<file path="src/rtl/bus_master_seq.sv">
// Bus master sequencer: writes NUM_OPS operands, issues a start command, then waits
// for the slave's done strobe (or times out) and captures the result.
module bus_master_seq #(
  parameter int unsigned        DATA_W    = 32,
  parameter int unsigned        ADDR_W    = 32,
  parameter int unsigned        NUM_OPS   = 2,
  parameter logic [ADDR_W-1:0]  BASE_ADDR = '0,
  parameter logic [31:0]        LFSR_SEED = 32'hFFFF_FFFF,
  parameter int unsigned        TIMEOUT   = 256
) (
  input  logic              clk,
  input  logic              rst,
  input  logic              go,
  input  logic              src_sel,
  input  logic [DATA_W-1:0] op_data,
  output logic              bus_valid,
  input  logic              bus_ready,
  output logic              bus_write,
  output logic              bus_start,
  output logic [ADDR_W-1:0] bus_addr,
  output logic [DATA_W-1:0] bus_data,
  input  logic              bus_done,
  input  logic [DATA_W-1:0] result_data,
  output logic [DATA_W-1:0] result,
  output logic              result_valid,
  output logic              busy,
  output logic              timeout_err
);

  localparam logic [31:0]         LfsrMask  = 32'h8020_0003;
  localparam logic [31:0]         Seed      = (LFSR_SEED == 32'h0) ? 32'hFFFF_FFFF : LFSR_SEED;
  localparam int unsigned         TimerW    = $clog2(TIMEOUT + 1);
  localparam logic [3:0]          LastIdx   = 4'(NUM_OPS - 1);
  localparam logic [TimerW-1:0]   TimerLast = TimerW'(TIMEOUT - 1);

  typedef enum logic [1:0] {StIdle, StWrite, StStart, StWait} state_e;

  state_e              state_q;
  logic [3:0]          idx_q;
  logic [TimerW-1:0]   timer_q;
  logic [31:0]         lfsr_q;
  logic                beat_lfsr_q;

  logic                accept;
  logic [31:0]         lfsr_cur;
  logic [DATA_W-1:0]   operand;
  logic [ADDR_W-1:0]   next_addr;

  function automatic logic [31:0] lfsr_step(input logic [31:0] v);
    return (v >> 1) ^ (v[0] ? LfsrMask : 32'h0);
  endfunction

  assign accept = bus_valid & bus_ready;

  // The following beat must already see the advanced LFSR when the current one is accepted.
  always_comb begin
    lfsr_cur = lfsr_q;
    if (state_q == StWrite && accept && beat_lfsr_q) begin
      lfsr_cur = lfsr_step(lfsr_q);
    end
    operand   = src_sel ? op_data : lfsr_cur[DATA_W-1:0];
    next_addr = BASE_ADDR + ADDR_W'(idx_q) + ADDR_W'(2);
  end

  always_ff @(posedge clk or posedge rst) begin
    if (rst) begin
      state_q      <= StIdle;
      idx_q        <= '0;
      timer_q      <= '0;
      lfsr_q       <= Seed;
      beat_lfsr_q  <= 1'b0;
      bus_valid    <= 1'b0;
      bus_write    <= 1'b0;
      bus_start    <= 1'b0;
      bus_addr     <= '0;
      bus_data     <= '0;
      result       <= '0;
      result_valid <= 1'b0;
      busy         <= 1'b0;
      timeout_err  <= 1'b0;
    end else begin
      result_valid <= 1'b0;
      timeout_err  <= 1'b0;
      lfsr_q       <= lfsr_cur;
      case (state_q)
        StIdle: begin
          if (go) begin
            state_q     <= StWrite;
            idx_q       <= '0;
            bus_valid   <= 1'b1;
            bus_write   <= 1'b1;
            bus_start   <= 1'b0;
            bus_addr    <= BASE_ADDR + ADDR_W'(1);
            bus_data    <= operand;
            beat_lfsr_q <= ~src_sel;
            busy        <= 1'b1;
          end
        end
        StWrite: begin
          if (accept) begin
            if (idx_q == LastIdx) begin
              state_q     <= StStart;
              bus_start   <= 1'b1;
              bus_addr    <= BASE_ADDR;
              bus_data    <= DATA_W'(1);
              beat_lfsr_q <= 1'b0;
            end else begin
              idx_q       <= idx_q + 4'd1;
              bus_addr    <= next_addr;
              bus_data    <= operand;
              beat_lfsr_q <= ~src_sel;
            end
          end
        end
        StStart: begin
          if (accept) begin
            state_q   <= StWait;
            bus_valid <= 1'b0;
            bus_write <= 1'b0;
            bus_start <= 1'b0;
            timer_q   <= '0;
          end
        end
        StWait: begin
          // A done strobe takes priority over an expiring timer.
          if (bus_done) begin
            state_q      <= StIdle;
            result       <= result_data;
            result_valid <= 1'b1;
            busy         <= 1'b0;
          end else if (timer_q == TimerLast) begin
            state_q     <= StIdle;
            timeout_err <= 1'b1;
            busy        <= 1'b0;
          end else begin
            timer_q <= timer_q + TimerW'(1);
          end
        end
        default: state_q <= StIdle;
      endcase
    end
  end

endmodule
</file>
<file path="config.mk">
export PLATFORM = sky130hd
export DESIGN_NAME = bus_master_seq
export DESIGN_NICKNAME = d
export VERILOG_FILES = /design/src/rtl/bus_master_seq.sv
export SDC_FILE = /design/constraint.sdc
export NUM_CORES = 1
export LEC_CHECK = 0
export CAP_MARGIN = 10
export CORE_UTILIZATION = 51
export DETAILED_ROUTE_END_ITERATION = 10
export PLACE_DENSITY = 0.83
export SLEW_MARGIN = 20
export SYNTH_ARGS = -nofsm -noshare
export SYNTH_HDL_FRONTEND = slang
export SYNTH_SLANG_ARGS = --single-unit
</file>
<file path="constraint.sdc">
create_clock -name clk -period 7.4 [get_ports clk]
set_input_delay 1.11 -clock clk [delete_from_list [all_inputs] [get_ports clk]]
set_output_delay 1.11 -clock clk [all_outputs]
set_load 0.005 [all_outputs]
</file>
=== Word level (Yosys, flattened, before mapping) ===
Cells that the tools add are included.

* Register bits: 149
* Input bits: 70
* Bits in read-only memories: 0
* Bits in writable memories: 0
* Output and inout bits: 102
* Bits in latches: 0
* Memories: 0
* Word-level logic and storage cells: 93

* Shift operators: 0
* Reduce and logical (&&, ||, !) cells: 16
* Divide/modulo/power cells: 0
* Magnitude comparators: 0
* Add/sub/neg operators: 3
* Equal/unequal tests: 13
* Bitwise gates (word level): 3
* Multipliers: 0
* Multiplexer cells: 45

{| class="wikitable"
|+ Operators by type and width
! operator !! number
|-
| $mux W32 || 8
|-
| $pmux W32 S2 || 2
|-
| $xor A31 B32 Y32 || 1
|-
| $mux W9 || 3
|-
| $pmux W9 S2 || 1
|-
| $mux W1 || 15
|-
| $mux W2 || 6
|-
| $mux W4 || 3
|-
| $ne A2 B2 Y1 const B || 6
|-
| $reduce_and A5 Y1 || 2
|-
| $add A9 B1 Y9 const B || 1
|-
| $eq A9 B8 Y1 const B || 1
|-
| $reduce_and A3 Y1 || 3
|-
| $pmux W2 S4 || 1
|-
| $pmux W4 S2 || 1
|-
| $reduce_and A4 Y1 || 2
|-
| $reduce_bool A2 Y1 || 4
|-
| $pmux W1 S2 || 3
|-
| $add A4 B2 Y5 const B || 1
|-
| $mux W5 || 1
|-
| $add A4 B1 Y4 const B || 1
|-
| $eq A2 B2 Y1 const B || 2
|-
| $eq A4 B1 Y1 const B || 1
|-
| $ne A3 B3 Y1 const B || 1
|-
| 9 further kinds || 10
|}

=== Depth between registers and ports, before layout ===
Gate-level depths: netlist of the first run.

* Word-level depth: 8
* Gate-level depth with buffers: 9
* Gate-level depth less buffers: 8

=== Least setup slack after synthesis of the first run ===
Ideal clock, no wire load.

* Kind: flip-flop to flip-flop
* Start point: register timer_q[0]
* End point: register state_q[1]
* Cell stages (with the launch flop): 9
* Slack: 5,212 ps
* Clock period less this slack: 2,188 ps
* Data required time: 7,275 ps
* Library setup time: 125 ps
* Buffers on the path: 1
* Data arrival time: 2,063 ps
* Path through: dfrtp_1 -> ha_1 -> and3_1 -> and3_1 -> ha_1 -> nor3b_2 -> buf_2 -> nand3b_1 -> mux2_2

* Cells in the longest elaborated chain, start to end: 3

{| class="wikitable"
|+ Ends and longest elaborated chain
! what !! line !! text
|-
| start, declared || 40 || <nowiki>logic [TimerW-1:0] timer_q;</nowiki>
|-
| start signal, assigned || 136 || <nowiki>timer_q <= timer_q + TimerW'(1);</nowiki>
|-
| $eq A9 B8 Y1 || 131 || <nowiki>end else if (timer_q == TimerLast) begin</nowiki>
|-
| $ne A3 B3 Y1 (no line) || -- ||
|-
| $reduce_and A5 Y1 (no line) || -- ||
|-
| end signal, assigned || 127 || <nowiki>state_q <= StIdle;</nowiki>
|-
| end signal, assigned || 132 || <nowiki>state_q <= StIdle;</nowiki>
|-
| end signal, assigned || 139 || <nowiki>default: state_q <= StIdle;</nowiki>
|-
| end, declared || 38 || <nowiki>state_e state_q;</nowiki>
|}

Every way passes these cells.
A chain may end at the register's enable or synchronous reset.

=== Worst setup path after layout of the first run ===
* Start point: register timer_q[0]
* End point: register timer_q[4]

* Cells in the longest elaborated chain, start to end: 4
* Elaborated cells between the ends (all ways): 7
* Those cells by class: add/sub: 1; eq/ne: 2; mux: 3; reduce/logical: 1

{| class="wikitable"
|+ Ends and longest elaborated chain
! what !! line !! text
|-
| $add A9 B1 Y9 || 136 ||
|-
| $mux W9 || 131 ||
|-
| $mux W9 || 126 || <nowiki>if (bus_done) begin</nowiki>
|-
| $pmux W9 S2 || 85 || <nowiki>case (state_q)</nowiki>
|}

Several ways; a longest one is shown, not always the timed one. The select of a mux whose other input is x is not followed.

==> results.py, run 1 <==
metrics = {
    "outcome": {
        "status": "completed",
    },
    "sta": {
        "fin_crit_ns": 2.81,
        "finalSetupViolCount": 0,
        "hold_viol": 0,
        "tns_ns": 0,
        "period_share": 0.380,
        "clock_skew_ns": 0.00840,
        "whs_ns": 0.483,
        "slew_headroom": 0.400,
        "drv_slew": 0,
        "worstMarginPinSlew_ns": 0.899,
        "fmax_mhz": 355,
        "rsz0062_at_grt": "false",
    },
    "global_routing": {
        "grt_pass1_wl_um": 20200,
        "grt_use_met3": 0.0748,
        "grt_pass1_vias": 4263,
        "grtUsageMet2": 0.384,
        "antenna_found_initial": 0,
        "track_usage": 0.229,
        "grtUsageMet1": 0.275,
        "grt_max_degree": 72,
        "busiest_layer": "met2",
        "overflow": 0,
    },
    "clock_tree": {
        "cts_setup_buffers": 0,
        "cts-root-buf": "clkbuf_8",
        "clk_latency_ns": 0.50,
        "clock-sinks": 122,
        "numCtsBuffers": 17,
        "htreeDepth": 4,
        "hold_buffers": 0,
        "clock_path_buffers": 2,
        "postCtsResizedCells": 0,
        "cts.reportedPaths.clkPinSlew_ns": 0.06,
        "cts_tree": "done",
    },
    "worst_setup_path": {
        "timing.rr.start": "timer_q[0]$_DFFE_PP0P_",
        "cp_slowest_cell": "nor3b_2",
        "crit_chain": "ha_1 > and3_1 > and3_1 > ha_1 > nor3b_2 > o21ai_2 > or4b_1 > nand3_1",
        "endpoint_kind": "flip-flop",
        "reg2reg_slack_ns": 4.59,
        "crit_type": "flip-flop to flip-flop",
        "required_ns": 7.83,
        "cp.arrival_ns": 3.24,
        "cp_max_fo": 12,
        "startpoint_type": "flip-flop",
        "cpPeakStageDelay_ns": 0.57,
        "reg2reg_depth": 8,
        "reg2reg_to": "timer_q[4]$_DFFE_PP0P_",
    },
    "power": {
        "p_total_w": 0.00162,
        "ir_drop_v": 0.000168,
        "p_leak_nw": 3.38,
        "p_per_area_nw_per_um2": 214,
    },
    "placed_design": {
        "hpwl_um": 8130,
        "finalWeightedCongestion": 0.743,
        "numPortBuffers": 144,
    },
    "cells_and_area": {
        "multi_input_area_um2": 2150,
        "ff_latch_area_um2": 3090,
        "insertedDiodeCount": 0,
        "area_growth_pct": 36.9,
        "nFillCells": 722,
        "layout-drive-gt1-share": 0.223,
        "num-nets-final": 705,
    },
    "synthesis": {
        "yosysTopAreaCell": "dfrtp_1",
        "ys.flop_type": "dfrtp_1",
        "syn_area_um2": 5530,
        "synth_top_cell_area_share": 0.407,
        "synth.most_common_cell": "dfrtp_1",
        "synth_compound_area_frac": 0.104,
        "ys_seq_elements": 122,
        "synth_seq_area_share": 0.559,
        "synthTopCellsByArea": "dfrtp_1 41%, dfstp_2 15%, mux2_2 13%",
        "async_flop_share": 1.00,
        "synthCells": 483,
        "synth.avg_cell_area_um2": 11.5,
        "ys_types": 57,
        "synth_edf_count": 0,
        "synthSimpleGateAreaFrac": 0.0995,
        "synthMuxAreaShare": 0.131,
        "synth_xor_area_frac": 0.0127,
        "synth_top_family_by_area": "multiplexers",
        "synth_fa_ha_area_frac": 0.0226,
        "ys_warn_count": 0,
        "synth_common_cells": "90 x dfrtp_1, 62 x mux2_2, 45 x nand2_1, 42 x o21ai_0, 40 x nor2_1",
    },
    "detailed_routing": {
        "drt-vias-per-instance": 5.24,
        "drtAntennaViolNets": 0,
        "drt_iter0_drc": 257,
        "finalWirelength_um": 12200,
        "vias": 4056,
        "drc": 0,
        "first_pass_iters": 4,
        "post_drt_wl_per_cell_um": 15.7,
    },
    "die": {
        "chipWidth_um": 106,
        "start_util": 0.531,
        "core_um2": 10400,
        "die_y_um": 106,
        "die_area_um2": 11300,
        "io_pins": 172,
        "row_count": 37,
    },
    "hold_path": {
        "holdPathEnd": "bus_addr[3]$_DFFE_PP0P_",
        "hp-start": "bus_addr[3]$_DFFE_PP0P_",
        "hp-class": "flip-flop to flip-flop",
        "hold_depth": 2,
    },
    "flow_run": {
        "max_cap_viol_count": 0,
    },
}
## registers in the layout, summed over array words and instances (netlist names), 2 cells and up
register	count
state_q	2
timer_q	9
lfsr_q	32
idx_q	4
bus_addr	5
result	32
bus_data	32
## cell type report
type	instances	area share
Sequential cell	122	0.408
Multi-Input combinational cell	326	0.284
Timing Repair Buffer	149	0.196
Clock buffer	18	0.0552
Clock inverter	14	0.0289
Tap cell	136	0.0225
Inverter	9	0.00479
## how the worst max path moves through the flow
stage | from | to | slack (ns) | cells after the start
final | timer_q[0]$_DFFE_PP0P_ | timer_q[4]$_DFFE_PP0P_ | 4.59 | 8
after CTS | bus_ready | bus_data[4]$_DFFE_PP0P_ | 4.43 | 5
after global placement | bus_ready | bus_data[15]$_DFFE_PP0P_ | 4.08 | 5
after detailed placement | bus_ready | bus_data[4]$_DFFE_PP0P_ | 3.98 | 5
after global routing | timer_q[0]$_DFFE_PP0P_ | timer_q[4]$_DFFE_PP0P_ | 4.44 | 8
after floorplan | rst | beat_lfsr_q$_DFFE_PP0P_ | 3.10 | 1
## cells in the final DEF (no fill, tap or decap), drive strengths merged, types with 11 or more instances in the layout
cell,count
inv,11
nand2,45
clkdlybuf4s50,144
dfstp,32
mux2,62
conb,27
a21oi,13
clkbuf,18
o21ai,72
nor2,40
dfrtp,90
## cells by family after synthesis
group / count (synthesis)
AOI/OAI and AO/OA: 101
xor gates and xnor gates: 8
adders and majority gates: 10
buffers and inverters: 61
DFF: 122
muxes: 64
other: 1
and+or+nand+nor: 116
## per-layer routing
| layer | share of wire | wire length (µm) |
|---|---|---|
| met1 | 0.41 | 5020 |
| met2 | 0.49 | 5960 |
| met3 | 0.083 | 1020 |
| met4 | 0.014 | 174 |
| met5 | 0 | 0 |
## critical path: cells and delay by family, from the launching register on
| family | cells | cell delay, ns |
|---|---|---|
| simple gates | 5 | 1.64 |
| fa+ha+maj | 2 | 0.48 |
| flops | 1 | 0.40 |
| compound gates | 1 | 0.23 |
## per-stage QoR
stage,setup slack (ns),area [µm²],util,instances
detailed placement,3.98,6920,0.665,741
global placement,4.08,6920,0.665,741
floorplan,3.10,5630,-,509
CTS,4.43,7560,0.726,773
finish,4.59,7570,0.727,774
global route,4.44,7570,0.727,774
## power breakdown
group	leakage [nW]	total [W]	switching, W	internal [W]
logic	1.50	0.0000644	0.0000296	0.0000349
clock network	0.306	0.000885	0.000302	0.000583
registers	1.57	0.000668	0	0.000668
No activity file was read; power rests on OpenSTA's default activity.
==> run 2: changes to the inputs <==
--- a/config.mk
+++ b/config.mk
@@ -6,9 +6,9 @@
 export NUM_CORES = 1
 export LEC_CHECK = 0
 export CAP_MARGIN = 10
-export CORE_UTILIZATION = 51
+export CORE_UTILIZATION = 47
 export DETAILED_ROUTE_END_ITERATION = 10
-export PLACE_DENSITY = 0.83
+export PLACE_DENSITY = 0.78
 export SLEW_MARGIN = 20
 export SYNTH_ARGS = -nofsm -noshare
 export SYNTH_HDL_FRONTEND = slang
==> constraint.sdc (replaced) <==
create_clock -name clk -period 2.6 [get_ports clk]
set_input_delay 0.39 -clock clk [delete_from_list [all_inputs] [get_ports clk]]
set_output_delay 0.39 -clock clk [all_outputs]
set_load 0.005 [all_outputs]
==> run 2 against run 1 <==
Compared with the run above:
- critical path depth grew 1
- global-route usage shrank 1.6 points
- cell count grew 2.1%
- highest routed layer unchanged
==> results.py, run 2 (synthesis gave the netlist of run 1 again) <==
metrics = {
    "outcome": {
        "status": "completed",
    },
    "clock_tree": {
        "cts_setup_buffers": 0,
        "cts-root-buf": "clkbuf_16",
        "hold_buffers": 0,
        "clock_path_buffers": 2,
        "cts_tree": "done",
        "clock-sinks": 122,
        "clk_latency_ns": 0.41,
        "numCtsBuffers": 17,
        "postCtsResizedCells": 0,
        "cts.reportedPaths.clkPinSlew_ns": 0.06,
        "htreeDepth": 4,
    },
    "power": {
        "ir_drop_v": 0.000445,
        "p_total_w": 0.00482,
        "p_leak_nw": 3.46,
        "p_per_area_nw_per_um2": 622,
    },
    "die": {
        "io_pins": 172,
        "chipWidth_um": 110,
        "die_area_um2": 12200,
        "die_y_um": 110,
        "row_count": 39,
        "start_util": 0.482,
        "core_um2": 11500,
    },
    "global_routing": {
        "overflow": 0,
        "track_usage": 0.213,
        "grt_pass1_wl_um": 21100,
        "antenna_found_initial": 0,
        "grt_pass1_vias": 4225,
        "grt_max_degree": 36,
    },
    "detailed_routing": {
        "drc": 0,
        "drt-vias-per-instance": 5.20,
        "post_drt_wl_per_cell_um": 15.8,
        "vias": 4106,
        "first_pass_iters": 4,
        "drtAntennaViolNets": 0,
        "finalWirelength_um": 12500,
        "drt_iter0_drc": 210,
    },
    "cells_and_area": {
        "insertedDiodeCount": 0,
        "layout.cells.most_common_list": "144 x clkdlybuf4s50_1, 90 x dfrtp_1, 62 x mux2_2",
        "num-nets-final": 714,
        "layout_commonest_cell": "clkdlybuf4s50_1",
        "top_regs": "bus_data x32, lfsr_q x32, result x32",
        "area_growth_pct": 40.1,
        "layout-drive-gt1-share": 0.235,
        "nFillCells": 862,
    },
    "hold_path": {
        "hp-class": "input pin to async pin",
    },
    "worst_setup_path": {
        "cp.arrival_ns": 2.69,
        "startpoint": "timer_q[0]$_DFFE_PP0P_",
        "cp_max_fo": 11,
        "required_ns": 2.93,
        "endpoint_kind": "flip-flop",
        "crit_chain": "ha_1 > and3_1 > and3_1 > ha_1 > nor3b_2 > buf_4 > o211ai_1 > or3_1 > a21oi_1",
        "startpoint_type": "flip-flop",
        "cp_slowest_cell": "dfrtp_1",
        "cpPeakStageDelay_ns": 0.40,
        "crit_type": "flip-flop to flip-flop",
        "timing.rr.start": "timer_q[0]$_DFFE_PP0P_",
    },
    "sta": {
        "drv_slew": 0,
        "period_share": 0.909,
        "tns_ns": 0,
        "fin_crit_ns": 2.36,
        "worstMarginPinSlew_ns": 0.891,
        "fin_ws_ns": 0.237,
        "hold_viol": 0,
        "fmax_mhz": 423,
        "rsz0062_at_grt": "false",
        "clock_skew_ns": 0.00825,
        "slew_headroom": 0.406,
        "finalSetupViolCount": 0,
    },
    "placed_design": {
        "hpwl_um": 8730,
        "finalWeightedCongestion": 0.761,
        "numPortBuffers": 144,
        "place_ws_ns": 0.247,
    },
    "flow_run": {
        "max_cap_viol_count": 0,
    },
}
==> run 2: changes by cell type in the layout (fill, tap and decap cells not counted), sizes merged <==
| cell | delta |
|---|---|
| clkinv | -3 |
| clkinvlp | +2 |
| inv | -1 |
| buf | +9 |
| clkbuf | +1 |
| bufinv | +1 |
==> run 2: area by class of cell <==
class	count	area [µm²]	area share
Tap cell	143	179	0.0231
Timing Repair Buffer	158	1600	0.206
Sequential cell	122	3090	0.399
Clock buffer	19	453	0.0585
Clock inverter	13	238	0.0307
Inverter	9	37.5	0.00484
Multi-Input combinational cell	326	2150	0.278
==> run 2: power breakdown <==
| part | total [W] | switching (W) | leakage, nW | internal [W] |
|---|---|---|---|---|
| clock | 0.00272 | 0.000864 | 0.326 | 0.00186 |
| combinational | 0.000194 | 0.0000864 | 1.56 | 0.000107 |
| sequential | 0.00190 | 0 | 1.57 | 0.00190 |
| total | 0.00482 | 0.000951 | 3.46 | 0.00387 |
==> run 2: path summary, 6_finish.rpt <==
check | to | slack (ns) | depth (start not counted)
setup reg to reg | timer_q[7]$_DFFE_PP0P_ | 0.24 | 9
min in group clk | bus_data[9]$_DFFE_PP0P_ | 0.48 | 2
setup / recovery | timer_q[7]$_DFFE_PP0P_ | 0.24 | 9
hold / removal | result[2]$_DFFE_PP0P_ | 0.44 | 2
max in group asynchronous | lfsr_q[11]$_DFF_PP1_ | 1.48 | 3
hold reg to reg | bus_data[9]$_DFFE_PP0P_ | 0.48 | 2
==> run 2: through the flow <==
step                       util  std cells  hold slack, ns  area (µm²)
after global placement    0.615        758           0.467        7060
after detailed placement  0.615        758           0.475        7060
after global routing      0.676        790           0.483        7750
after CTS                 0.676        790           0.447        7750
after floorplan               -        509           0.450        5630
final                     0.676        790           0.442        7750
==> run 2: per-layer routing <==
metal / up-vias / track usage / part of all wire
met5: - / 0 / 0
met4: 0 / 0.0524 / 0.0071
met3: 8 / 0.0845 / 0.082
met2: 158 / 0.347 / 0.49
met1: 2026 / 0.266 / 0.42
li1: 1914 / - / -
==> run 2: critical path: cells and delay by family (launching register included) <==
family | cells | cell delay (ns)
buffers and inverters | 1 | 0.21
AO/OA/AOI/OAI | 2 | 0.27
adder cells (fa/ha/maj) | 2 | 0.47
flip-flops | 1 | 0.40
AND/OR/NAND/NOR | 4 | 0.94
==> run 3: changes to the inputs <==
--- a/config.mk
+++ b/config.mk
@@ -5,7 +5,7 @@
 export SDC_FILE = /design/constraint.sdc
 export NUM_CORES = 1
 export LEC_CHECK = 0
-export CAP_MARGIN = 10
+export CAP_MARGIN = 20
 export CORE_UTILIZATION = 47
 export DETAILED_ROUTE_END_ITERATION = 10
 export PLACE_DENSITY = 0.78
==> results of run 3 <==
The final DEF is identical to that of run 2; final timing and power are the same.
==> RTL edit 1: new RTL, flow settings as in run 3 <==
Set the parameter `ADDR_W` to 40 (it was 32).
--- a/src/rtl/bus_master_seq.sv
+++ b/src/rtl/bus_master_seq.sv
@@ -3,5 +3,5 @@
 module bus_master_seq #(
   parameter int unsigned        DATA_W    = 32,
-  parameter int unsigned        ADDR_W    = 32,
+  parameter int unsigned        ADDR_W    = 40,
   parameter int unsigned        NUM_OPS   = 2,
   parameter logic [ADDR_W-1:0]  BASE_ADDR = '0,
Ports: changed (resized bus_addr); port bits go from 172 to 180. No check against the original RTL was run, so the function may have changed too.
==> RTL edit 1 against run 3 <==
The run now ends with design-rule violations left; sequential share of layout area rose by 0.52 points; area after synthesis up 1.1%; via count is 1.7% lower; sequential cell count did not move; wire length fell by 2.6%; cell area shrank 1.3%; power down 10%; worst setup slack gained 0.033 ns; cell count is 1.4% higher; critical path type unchanged; critical endpoint is now timer_q[4]; highest routed layer unchanged.
==> RTL edit 1: results (changes against run 3) <==
* First-pass GRT wire length at 20400 um (was 21100 um)
* Max stage delay cell, worst path: or4b_1 (was dfrtp_1)
* Slew @ Worst Pin at 0.848 ns (was 0.891 ns)
* Fillers at 889 (was 862)
* Reg clk slew, reported paths at 0.06 ns (about the same)
* Hold slack at 0.384 ns (was 0.442 ns)
* RePlAce Congestion at 0.866 (was 0.761)
* CP max FO at 12 (was 11)
* Vias in the first global route at 4151 (was 4225)
* Maximum number of pins on one net before global-route repair at 62 (was 36)
* Footprint of the multi-input gates at 2180 um2 (was 2150 um2)
* Post-synthesis adder-cell area fraction at 2.24% (was 2.26%)
* Max incr delay on CP at 0.50 ns (was 0.40 ns)
* Top cells by area, synth: dfrtp_1, dfstp_2, mux2_2 (unchanged)
* Peak VDD IR at 0.387 mV (was 0.445 mV)
* Status: complete, but fails checks (was complete, no violations)
* Multiplexer share of the synthesized area at 12.9% (was 13.1%)
* Seq/Total Area, Yosys at 55.3% (was 55.9%)
* Drt drc at 26 (was 0)
* Critical R2R Launch: timer_q[0] (unchanged)
* Failing checks: design-rule violations
* Routed vias/inst at 5.04 (was 5.20)
* DR WL/cell at 15.2 um (was 15.8 um)
* Layout cells sized above 1 at 23.4% (was 23.5%)
* 1st-iter DRT viols at 217 (was 210)
* Crit path DAT at 2.68 ns (was 2.69 ns)
* Leak pwr at 3.42 nW (was 3.46 nW)
* Setup slack at placement at 0.269 ns (was 0.247 ns)
* Nets at 725 (was 714)
* Path depth of the worst reg2reg path at 9 (unchanged)
* RR Endpoint: timer_q[4] (was timer_q[7])
* Compound-gate portion of the synthesized area at 10.3% (was 10.4%)
* Dpl cells at 769 (was 758)
* Max Clock Skew at 0.00629 ns (was 0.00825 ns)
* First-pass iteration count of the detailed router at 8 (was 4)
* Post-Synth XOR/XNOR Area at 1.25% (was 1.27%)
* Total Routing Usage GR at 21.2% (was 21.3%)
* Mean area per synthesized cell at 11.4 um2 (was 11.5 um2)
* Hold-fix buffers, CTS at 0 (unchanged)
[RTL edit 1: worst max path at each step]
stage / from / endpoint / cells past startpoint
after floorplan: timer_q[0] / state_q[1] / 8
after global placement: bus_ready / bus_data[20] / 6
after detailed placement: bus_ready / bus_data[17] / 6
after CTS: timer_q[0] / timer_q[4] / 9
after global routing: state_q[1] / bus_data[27] / 7
final: timer_q[0] / timer_q[4] / 9
[RTL edit 1: final cells by class]
type                            count  share of cell area, %
Timing Repair Buffer              161                   20.7
Clock buffer                       22                   6.33
Tap cell                          143                   2.34
Clock inverter                     10                   1.19
Inverter                            9                  0.491
Sequential cell                   122                   40.4
Multi-Input combinational cell    334                   28.5
[RTL edit 1: routing by layer]
metal	track usage (%)	share of wire, %
met2	34.4	48
met1	26.3	43
met3	6.89	6.9
met5	0	0
met4	8.74	2.3
[RTL edit 1: power by group]
part	leakage (nW)	switching [mW]	internal (mW)
Clock	0.271	0.830	1.41
Combinational	1.58	0.0884	0.104
Sequential	1.57	0	1.90
Total	3.42	0.919	3.42
==> RTL edit 2: new RTL, flow settings as in run 3 <==
Made on the original files. Re-encode `state_e` (4 states) as Gray code, 2 bits wide.
--- a/src/rtl/bus_master_seq.sv
+++ b/src/rtl/bus_master_seq.sv
@@ -34,5 +34,5 @@
   localparam logic [TimerW-1:0]   TimerLast = TimerW'(TIMEOUT - 1);
 
-  typedef enum logic [1:0] {StIdle, StWrite, StStart, StWait} state_e;
+  typedef enum logic [1:0] {StIdle = 2'b00, StWrite = 2'b01, StStart = 2'b11, StWait = 2'b10} state_e;
 
   state_e              state_q;
Behaviour: no difference found for any inputs over 10 cycles, from zero or initial values and one cycle with rst high; not proved beyond that.
==> RTL edit 2 against run 3 <==
Area after synthesis shrank 0.38%; wire length is essentially flat; clock skew shrank 0.0011 ns; cell area shrank 1.8%; sequential cell count is the same; worst setup slack gained 0.19 ns; critical path depth shrank 1; first-iteration DRC count shrank 21%; largest cell class unchanged; fmax grew 8.7%; utilization shrank 0.95 points.
Power is not compared: it rests on default switching activity, and its combinational part moved more than twofold at a synthesized area within 25%.
==> RTL edit 2: results (changes against run 3) <==
* Status: complete, no violations (unchanged)
* Post-synthesis adder-cell area fraction at 1.14% (was 2.26%)
* 1st-iter DRT viols at 166 (was 210)
* Dpl cells at 696 (was 758)
* Non-filler cells, final at 728 (was 790)
* Fillers at 819 (was 862)
* Setup slack at placement at 0.128 ns (was 0.247 ns)
* Vias at 3901 (was 4106)
* Utilization after layout at 66.6% (was 67.6%)
* Maximum number of pins on one net before global-route repair at 36 (unchanged)
* Top cells by area, synth: dfrtp_1, dfstp_2, mux2_2 (unchanged)
* Seq/Total Area, Yosys at 56.1% (was 55.9%)
* Total Routing Usage GR at 22.4% (was 21.3%)
* CP max FO at 9 (was 11)
* Nets at 647 (was 714)
* First-pass GRT wire length at 20300 um (was 21100 um)
* Slew @ Worst Pin at 0.679 ns (was 0.891 ns)
* Routed Wire Length at 12500 um (about the same)
* Multiplexer share of the synthesized area at 13.5% (was 13.1%)
* Max Clock Skew at 0.00712 ns (was 0.00825 ns)
* Layout cells sized above 1 at 25.3% (was 23.5%)
* Mean area per synthesized cell at 13.2 um2 (was 11.5 um2)
* Post-route minimum period at 2.17 ns (was 2.36 ns)
* Max stage delay cell, worst path: or4_1 (was dfrtp_1)
* Max incr delay on CP at 0.51 ns (was 0.40 ns)
* Worst Setup EP: timer_q[5] (was timer_q[7])
* Post-synth top cells: dfrtp_1, mux2_2, buf_4, dfstp_2 (was dfrtp_1, mux2_2, nand2_1, o21ai_0, nor2_1)
* RePlAce Congestion at 0.790 (was 0.761)
* Placed cell areas at 7050 um2 (was 7060 um2)
* Compound-gate portion of the synthesized area at 14.3% (was 10.4%)
* Path depth of the worst reg2reg path at 8 (was 9)
* First-pass iteration count of the detailed router at 4 (unchanged)
* Hold slack at 0.377 ns (was 0.442 ns)
* Crit path DAT at 2.51 ns (was 2.69 ns)
* Worst reg2reg setup slack at 0.43 ns (was 0.24 ns)
* DPL Wire Length at 8560 um (was 8730 um)
* Post-Synth XOR/XNOR Area at 1.59% (was 1.27%)
-- RTL edit 2: power by group through the flow --
stage                     Clock, mW  Sequential [mW]  Combinational (mW)
final                          2.21             2.98                2.97
after global routing           2.32             3.07                3.24
after CTS                      2.25             2.99                3.00
after detailed placement          0             3.00                2.97
after global placement            0             2.97                2.88
after floorplan                   0             2.97                1.57
-- RTL edit 2: area by class of cell --
| class | count | area [um2] | area share, % |
|---|---|---|---|
| clock inverter | 3 | 40.0 | 0.526 |
| tap | 143 | 179 | 2.35 |
| sequential | 122 | 3090 | 40.7 |
| clock buffer | 29 | 520 | 6.84 |
| multi-input combinational | 262 | 2120 | 27.9 |
| timing repair buffer | 160 | 1610 | 21.2 |
| inverter | 9 | 37.5 | 0.494 |
-- RTL edit 2: routing by layer --
layer | wire [um] | track usage [%]
met5 | 0 | 0
met4 | 268 | 11.3
met3 | 921 | 8.64
met2 | 6110 | 35.2
met1 | 5190 | 26.9
